===== config.mk =====
export PLATFORM = sky130hd
export DESIGN_NAME = alu_muldiv_seq
export DESIGN_NICKNAME = d
export VERILOG_FILES = /design/src/rtl/muldiv_pkg.sv /design/src/rtl/alu_muldiv_seq_alu.sv /design/src/rtl/alu_muldiv_seq.sv
export SDC_FILE = /design/constraint.sdc
export NUM_CORES = 1
export LEC_CHECK = 0
export CAP_MARGIN = 20
export CORE_MARGIN = 4
export CORE_UTILIZATION = 55
export CTS_BUF_LIST = sky130_fd_sc_hd__clkbuf_16
export DETAILED_ROUTE_END_ITERATION = 7
export PLACE_DENSITY = 0.78
export SYNTH_ARGS = -nofsm -noshare
export SYNTH_HDL_FRONTEND = slang
export SYNTH_SLANG_ARGS = --single-unit

===== constraint.sdc =====
create_clock -name clk -period 9.7 [get_ports clk]
set_input_delay 2.91 -clock clk [delete_from_list [all_inputs] [get_ports clk]]
set_output_delay 2.91 -clock clk [all_outputs]
set_load 0.02 [all_outputs]

===== src/rtl/muldiv_pkg.sv =====
// Shared types and ALU opcode constants for the sequential MUL/DIVU/REMU unit.
package muldiv_pkg;

    localparam logic [2:0] ALU_ADD = 3'd0;
    localparam logic [2:0] ALU_SUB = 3'd1;
    localparam logic [2:0] ALU_SLT = 3'd5;

    typedef enum logic [1:0] {
        MD_MUL  = 2'b00,
        MD_DIVU = 2'b01,
        MD_REMU = 2'b10,
        MD_RSVD = 2'b11
    } md_op_t;

    typedef enum logic [2:0] {
        IDLE,
        MUL_STEP,
        DIV_CMP,
        DIV_SUB,
        DONE
    } state_t;

endpackage


===== src/rtl/alu_muldiv_seq_alu.sv =====
// Combinational integer ALU; SLT is an unsigned compare. Flags assume WIDTH=32.
module alu_muldiv_seq_alu
    import muldiv_pkg::*;
#(
    parameter int WIDTH = 32
) (
    input  logic [WIDTH-1:0] a,
    input  logic [WIDTH-1:0] b,
    input  logic [2:0]       alu_cntrl,
    output logic [WIDTH-1:0] result,
    output logic             carry,
    output logic             zero,
    output logic             negative,
    output logic             over_flow
);

    logic [WIDTH:0] sum;

    always_comb begin
        sum       = '0;
        result    = '0;
        carry     = 1'b0;
        over_flow = 1'b0;
        case (alu_cntrl)
            ALU_ADD: begin
                sum       = {1'b0, a} + {1'b0, b};
                result    = sum[WIDTH-1:0];
                carry     = sum[WIDTH];
                over_flow = (a[31] == b[31]) && (sum[31] != a[31]);
            end
            ALU_SUB: begin
                sum       = {1'b0, a} - {1'b0, b};
                result    = sum[WIDTH-1:0];
                carry     = sum[WIDTH];
                over_flow = (a[31] != b[31]) && (sum[31] != a[31]);
            end
            3'd2:    result = a & b;
            3'd3:    result = a | b;
            3'd4:    result = a ^ b;
            ALU_SLT: result = {{(WIDTH-1){1'b0}}, (a < b)};
            3'd6:    result = a << b[4:0];
            default: result = a >> b[4:0];
        endcase
    end

    assign zero     = (result == '0);
    assign negative = result[31];

endmodule


===== src/rtl/alu_muldiv_seq.sv =====
// Multi-cycle unsigned MUL (low word) / DIVU / REMU sequencer driving one shared ALU.
module alu_muldiv_seq
    import muldiv_pkg::*;
#(
    parameter int WIDTH = 32
) (
    input  logic             clk,
    input  logic             rst,
    input  logic             flush,
    input  logic             req_valid,
    output logic             req_ready,
    input  logic [1:0]       req_op,
    input  logic [WIDTH-1:0] req_a,
    input  logic [WIDTH-1:0] req_b,
    output logic             rsp_valid,
    input  logic             rsp_ready,
    output logic [WIDTH-1:0] rsp_result
);

    state_t           state, state_nxt;
    md_op_t           op;
    logic [4:0]       cnt;
    logic [WIDTH-1:0] acc, mc, mp;
    logic [WIDTH-1:0] rem, quo, dvs;
    logic             ge;

    logic [2:0]       alu_op;
    logic [WIDTH-1:0] alu_a, alu_b, alu_y;
    logic             alu_unused_carry, alu_unused_zero, alu_unused_neg, alu_unused_ovf;

    logic [WIDTH-1:0] acc_nxt, rem_nxt, quo_nxt, rsp_nxt, r1;
    logic             accept, load_rsp, ov, lt;

    assign req_ready = (state == IDLE) && !flush && !rst;
    assign rsp_valid = (state == DONE);
    assign accept    = req_valid && req_ready;
    // rem:quo acts as one 64-bit shift register; ov is the bit shifted out of rem
    assign r1        = {rem[WIDTH-2:0], quo[WIDTH-1]};
    assign ov        = rem[WIDTH-1];
    assign lt        = alu_y[0];

    alu_muldiv_seq_alu #(.WIDTH(WIDTH)) u_alu (
        .a         (alu_a),
        .b         (alu_b),
        .alu_cntrl (alu_op),
        .result    (alu_y),
        .carry     (alu_unused_carry),
        .zero      (alu_unused_zero),
        .negative  (alu_unused_neg),
        .over_flow (alu_unused_ovf)
    );

    always_comb begin
        state_nxt = state;
        alu_op    = ALU_ADD;
        alu_a     = acc;
        alu_b     = mc;
        acc_nxt   = acc;
        rem_nxt   = rem;
        quo_nxt   = quo;
        rsp_nxt   = '0;
        load_rsp  = 1'b0;
        case (state)
            IDLE: begin
                if (accept) begin
                    case (md_op_t'(req_op))
                        MD_MUL:           state_nxt = MUL_STEP;
                        MD_DIVU, MD_REMU: state_nxt = DIV_CMP;
                        MD_RSVD: begin
                            state_nxt = DONE;
                            load_rsp  = 1'b1;
                        end
                        default:          state_nxt = IDLE;
                    endcase
                end
            end
            MUL_STEP: begin
                if (mp[0]) acc_nxt = alu_y;
                if (cnt == 5'd31) begin
                    state_nxt = DONE;
                    load_rsp  = 1'b1;
                    rsp_nxt   = acc_nxt;
                end
            end
            DIV_CMP: begin
                alu_op    = ALU_SLT;
                alu_a     = r1;
                alu_b     = dvs;
                rem_nxt   = r1;
                quo_nxt   = {quo[WIDTH-2:0], 1'b0};
                state_nxt = DIV_SUB;
            end
            DIV_SUB: begin
                alu_op  = ALU_SUB;
                alu_a   = rem;
                alu_b   = dvs;
                if (ge) rem_nxt = alu_y;
                quo_nxt = {quo[WIDTH-1:1], ge};
                if (cnt == 5'd31) begin
                    state_nxt = DONE;
                    load_rsp  = 1'b1;
                    rsp_nxt   = (op == MD_REMU) ? rem_nxt : quo_nxt;
                end else begin
                    state_nxt = DIV_CMP;
                end
            end
            DONE: begin
                if (rsp_ready) state_nxt = IDLE;
            end
            default: state_nxt = IDLE;
        endcase
        if (flush) begin
            state_nxt = IDLE;
            load_rsp  = 1'b0;
        end
    end

    always_ff @(posedge clk or posedge rst) begin
        if (rst) state <= IDLE;
        else     state <= state_nxt;
    end

    always_ff @(posedge clk or posedge rst) begin
        if (rst) begin
            op         <= MD_MUL;
            cnt        <= '0;
            acc        <= '0;
            mc         <= '0;
            mp         <= '0;
            rem        <= '0;
            quo        <= '0;
            dvs        <= '0;
            ge         <= 1'b0;
            rsp_result <= '0;
        end else begin
            if (accept) begin
                op  <= md_op_t'(req_op);
                cnt <= '0;
                acc <= '0;
                mc  <= req_a;
                mp  <= req_b;
                rem <= '0;
                quo <= req_a;
                dvs <= req_b;
            end else begin
                acc <= acc_nxt;
                rem <= rem_nxt;
                quo <= quo_nxt;
                if (state == MUL_STEP) begin
                    mc  <= mc << 1;
                    mp  <= mp >> 1;
                    cnt <= cnt + 5'd1;
                end
                if (state == DIV_CMP) ge <= ov || !lt;
                if (state == DIV_SUB) cnt <= cnt + 5'd1;
            end
            if (load_rsp) rsp_result <= rsp_nxt;
        end
    end

endmodule


# [Yosys cells after proc, flatten, opt, wreduce, memory -nomap -nowiden]
# Cells that the tools add are included.
[op_classes] addsub=3 n_lt_le_gt_ge=1 n_eq_ne=19 shift=2 mux=35 n_bitwise=4 reduce_logical=20
[op_table] operator="$mux 32" count=14
[op_table] operator="$pmux 32 s2" count=4
[op_table] operator="$pmux 32 s7" count=1
[op_table] operator="$add 32x32->32" count=1
[op_table] operator="$and 32x32->32" count=1
[op_table] operator="$lt 32x32->1" count=1
[op_table] operator="$or 32x32->32" count=1
[op_table] operator="$shl 32x5->32" count=1
[op_table] operator="$shr 32x5->32" count=1
[op_table] operator="$sub 32x32->32" count=1
[op_table] operator="$xor 32x32->32" count=1
[op_table] operator="$mux 3" count=5
[op_table] operator="$mux 5" count=3
[op_table] operator="$pmux 3 s5" count=1
[op_table] operator="$eq 3x2->1 const B" count=4
[op_table] operator="$eq 3x3->1 const B" count=4
[op_table] operator="$pmux 3 s3" count=1
[op_table] operator="$eq 2x2->1 const B" count=3
[op_table] operator="$eq 3x1->1 const B" count=2
[op_table] operator="$logic_not 3->1" count=2
[op_table] operator="$ne 3x3->1 const B" count=2
[op_table] operator="$pmux 3 s2" count=1
[op_table] operator="$reduce_bool 3->1" count=2
[op_table] operator="$reduce_or 2->1" count=3
[op_table] operator="other kinds (15)" count=24
[totals] ff_bits=235 input_bits=71 output_inout_bits=34 word_cells=96

# [Depth between registers and ports, before layout]
[depth] depth_word=9 mapped_depth=24 ltp_nobuf=18

# [Modules after synthesis]
# A second synthesis with hierarchy kept.
[hier_totals] cells_unflattened=2745 area_unflattened_um2=21854.7
[by_module_without_submodules] module="alu_muldiv_seq" instances=1 cells_per_inst=1376 area_per_inst_um2=12049.1
[by_module_without_submodules] module="alu_muldiv_seq_alu" instances=1 cells_per_inst=1369 area_per_inst_um2=9805.7

# [Least setup slack after synthesis]
# Ideal clock, no wire load.
[synth_path] path_type="in2out" startpoint="in flush" endpoint="out req_ready" arrival_time_ps=3789 required_ps=6790 path_slack_ps=3001 path_stages=1 path_buffers=0 cell_sequence="nor4b_1"
[synth_via] elab_chain_cells=3
[synth_lines] item="start, declared" line_no="alu_muldiv_seq.sv:9" text="input logic flush,"
[synth_lines] item="$logic_not 1->1" line_no="alu_muldiv_seq.sv:34" text="assign req_ready = (state == IDLE) && !flush && !rst;"
[synth_lines] item="$logic_and 1x1->1 (2 in series)" line_no="alu_muldiv_seq.sv:34"
[synth_lines] item="end, declared" line_no="alu_muldiv_seq.sv:11" text="output logic req_ready,"
# No other way between the ends.

# [Final worst setup path]
# Ends and elaborated chain as after synthesis.

==> out/qor.yml <==
die:
  die-width_um: 178.4
  core_area_um2: 28700
  rows: 62
  die_h_um: 178.4
  start_util_pct: 55.66
  pin_count: 105
  dieArea_um2: 31840
power:
  finalPower_mw: 4.984
  ir_drop_mv: 0.1624
  p_leak_nw: 8.276
  power-per-cell-area_nw_per_um2: 275.5
clock_network:
  cts_hold_buf: 0
  cts_sinks: 235
  cts_root_buf: "clkbuf_16"
  cts_tree: "built"
  clock_latency_ns: 0.53
  htree_levels: 1
  path_clk_slew_ns: 0.06
  cts_buffers: 24
  cts_setup_buffers: 0
  clockBufferDepth: 3
  cts_resized: 0
run_status:
  run_status: "finished, final reports clean"
setup_path:
  worstSetupPathType: "in2out"
  startpoint_type: "primary input"
  endpoint: "req_ready"
  slowest_stage: "clkdlybuf4s50_1"
  slowest_delay_ns: 0.71
  crit_chain: "clkdlybuf4s50_1 -> nor4b_1 -> clkdlybuf4s50_1"
  cp-startpoint: "flush"
  r2r-end: "acc[29]$_DFFE_PP0P_"
  worstRegToRegCells: 14
  cp-end-kind: "output port"
  crit_arrival_ns: 4.74
  worstPathMaxFanout: 6
  cp.required_ns: 6.79
  rr_startpoint: "state[2]$_DFFE_PP0P_"
  critPathMostFrequentCell: "clkdlybuf4s50_1"
  regToRegSetupSlack_ns: 3.40
drt:
  ant_nets: 0
  via_count: 15427
  wl_um: 50650
  routed_via_density: 6.375
  drt-initial-drc-count: 2002
  wl_per_cell_um: 20.93
  dr.pass1.iters: 8
  drc_errors: 0
timing:
  setup-tns-final_ns: 0
  fin_skew_ns: 0.01096
  rsz0062_at_grt: "no"
  hold_viol: 0
  finalCriticalPeriod_ns: 7.652
  setup_viol: 0
  slew_viol_final: 0
  fin_ws_ns: 2.048
  slew_headroom_pct: 25.31
  min_period_over_period_pct: 78.89
  tightest_slew_ns: 1.120
  fmax_ghz: 0.1307
place:
  port_buffers: 104
  post-dp-hpwl_um: 36200
  postPlaceCellArea_um2: 17190
  pre_cts_ws_ns: 2.052
  gp_routability_congestion: 1.005
job:
  max_cap_viol_count: 0
synth:
  async_flop_share_pct: 100.0
  synthTopCellsByCount: "nand2_1 (460), dfrtp_1 (235), o21ai_0 (166)"
  synthTopCellsByArea: "dfrtp_1 (37%), nand2_1 (11%), ha_1 (5.4%), mux2i_1 (5.3%), o21ai_0 (5.2%)"
  syn_nets: 2149
  synth_edf_count: 0
  synth_top_cell_area_share_pct: 36.81
  synth.distinct_cells: 80
  yosysMostFrequentCell: "nand2_1"
  synth_area_um2: 15980
  synthCells: 2007
  yosysWarningCount: 0
  yosysTopAreaCell: "dfrtp_1"
  ys_ff_latch: 235
  yosysSeqAreaShare_pct: 36.81
  synth_flop_cell: "dfrtp_1"
  synth.avg_cell_area_um2: 7.960
global_routing:
  grt_pass1_vias: 14372
  grt-ovfl-total: 0
  grt_pass1_wl_um: 79590
  grt_max_degree: 88
  grtUsageTotal_pct: 31.36
  antenna_found_initial: 0
final_layout:
  nets: 2162
  layout-drive-gt1-share_pct: 5.108
  post-route-cell-area_um2: 18090
  n_antenna_cell: 0
  area_growth_pct: 13.24
worst_hold_path:
  hold_class: "reg2reg"
[worst max-delay path, delay by kind of cell]
| kind | cells | cell delay (ns) |
|---|---|---|
| and+or+nand+nor | 1 | 0.58 |
| buffers and inverters | 2 | 1.25 |
[flip-flops by register name, indices dropped and copies added, names as in the netlist]
| register | cells |
|---|---|
| acc | 32 |
| dvs | 32 |
| mc | 32 |
| mp | 32 |
| quo | 32 |
| rem | 32 |
| rsp_result | 32 |
| cnt | 5 |
| state | 3 |
| op | 2 |
| ge | 1 |
[per-layer routing]
metal | wire length [um] | vias up | share of wire, % | track usage (%)
li1 | - | 7128 | - | -
met1 | 22060 | 7330 | 44 | 46.80
met2 | 21070 | 841 | 42 | 45.07
met3 | 5851 | 128 | 12 | 7.652
met4 | 1675 | 0 | 3.3 | 9.594
met5 | 0 | - | 0 | 0
[cell type report]
cell class	count	area (um^2)
fill	2467	10610
inverter	81	311.5
clock buffer	25	625.6
clock inverter	17	261.5
sequential	235	5883
tap	384	480.5
multi-input combinational	1551	9309
timing repair buffer	127	1221
[kinds of logic (layout without fill, tap and decap cells)]
| family | Yosys count | in the layout | share of synthesized area [%] |
|---|---|---|---|
| AO/OA/AOI/OAI | 591 | 591 | 24.18 |
| XOR/XNOR | 26 | 26 | 1.425 |
| adder cells (fa/ha/maj) | 71 | 71 | 5.654 |
| buffers and inverters | 221 | 250 | 5.255 |
| flip-flops | 235 | 235 | 36.81 |
| multiplexers | 99 | 99 | 6.383 |
| AND/OR/NAND/NOR | 764 | 764 | 20.29 |
[placed cells by master, fill, tap and decap left out, types with 22 or more instances in the layout]
cell             Yosys  routed
nand2_1            460     458
clkdlybuf4s50_1      0     104
o21ai_0            166     166
a21oi_1            144     144
xnor2_1             22      22
mux2i_1             85      85
dfrtp_1            235     233
a22oi_1             41      41
nand3_1             79      79
ha_1                69      69
nor3_1              31      30
nor2_1             110     108
inv_1               80      81
clkbuf_16            0      25
buf_4                1      22
[metrics by stage]
step / hold WS, ns / utilization (%) / std cells
3_5_place_dp: 0.4574 / 59.89 / 2377
2_1_floorplan: 0.4396 / - / 2007
3_3_place_gp: 0.4493 / 59.89 / 2377
5_1_grt: 0.4890 / 63.03 / 2420
4_1_cts: 0.4703 / 62.98 / 2419
6_report: 0.4660 / 63.03 / 2420
[power by group]
| group | leakage (nW) | switching, mW | total, mW | internal, mW |
|---|---|---|---|---|
| Clock | 0.441 | 0.398 | 1.05 | 0.652 |
| Combinational | 4.83 | 1.60 | 2.47 | 0.871 |
| Sequential | 3.01 | 0.225 | 1.46 | 1.23 |
| Total | 8.28 | 2.23 | 4.98 | 2.76 |
[worst min path at each step]
stage | endpoint | cells after the start | from
2_1_floorplan | mp[10]$_DFFE_PP0P_ | 2 | mp[10]$_DFFE_PP0P_
3_3_place_gp | mp[1]$_DFFE_PP0P_ | 2 | mp[1]$_DFFE_PP0P_
3_5_place_dp | mp[11]$_DFFE_PP0P_ | 2 | mp[11]$_DFFE_PP0P_
4_1_cts | mp[11]$_DFFE_PP0P_ | 2 | mp[11]$_DFFE_PP0P_
5_1_grt | mp[4]$_DFFE_PP0P_ | 2 | mp[4]$_DFFE_PP0P_
6_report | mp[5]$_DFFE_PP0P_ | 2 | mp[5]$_DFFE_PP0P_
No activity file was read; power rests on OpenSTA's default activity.
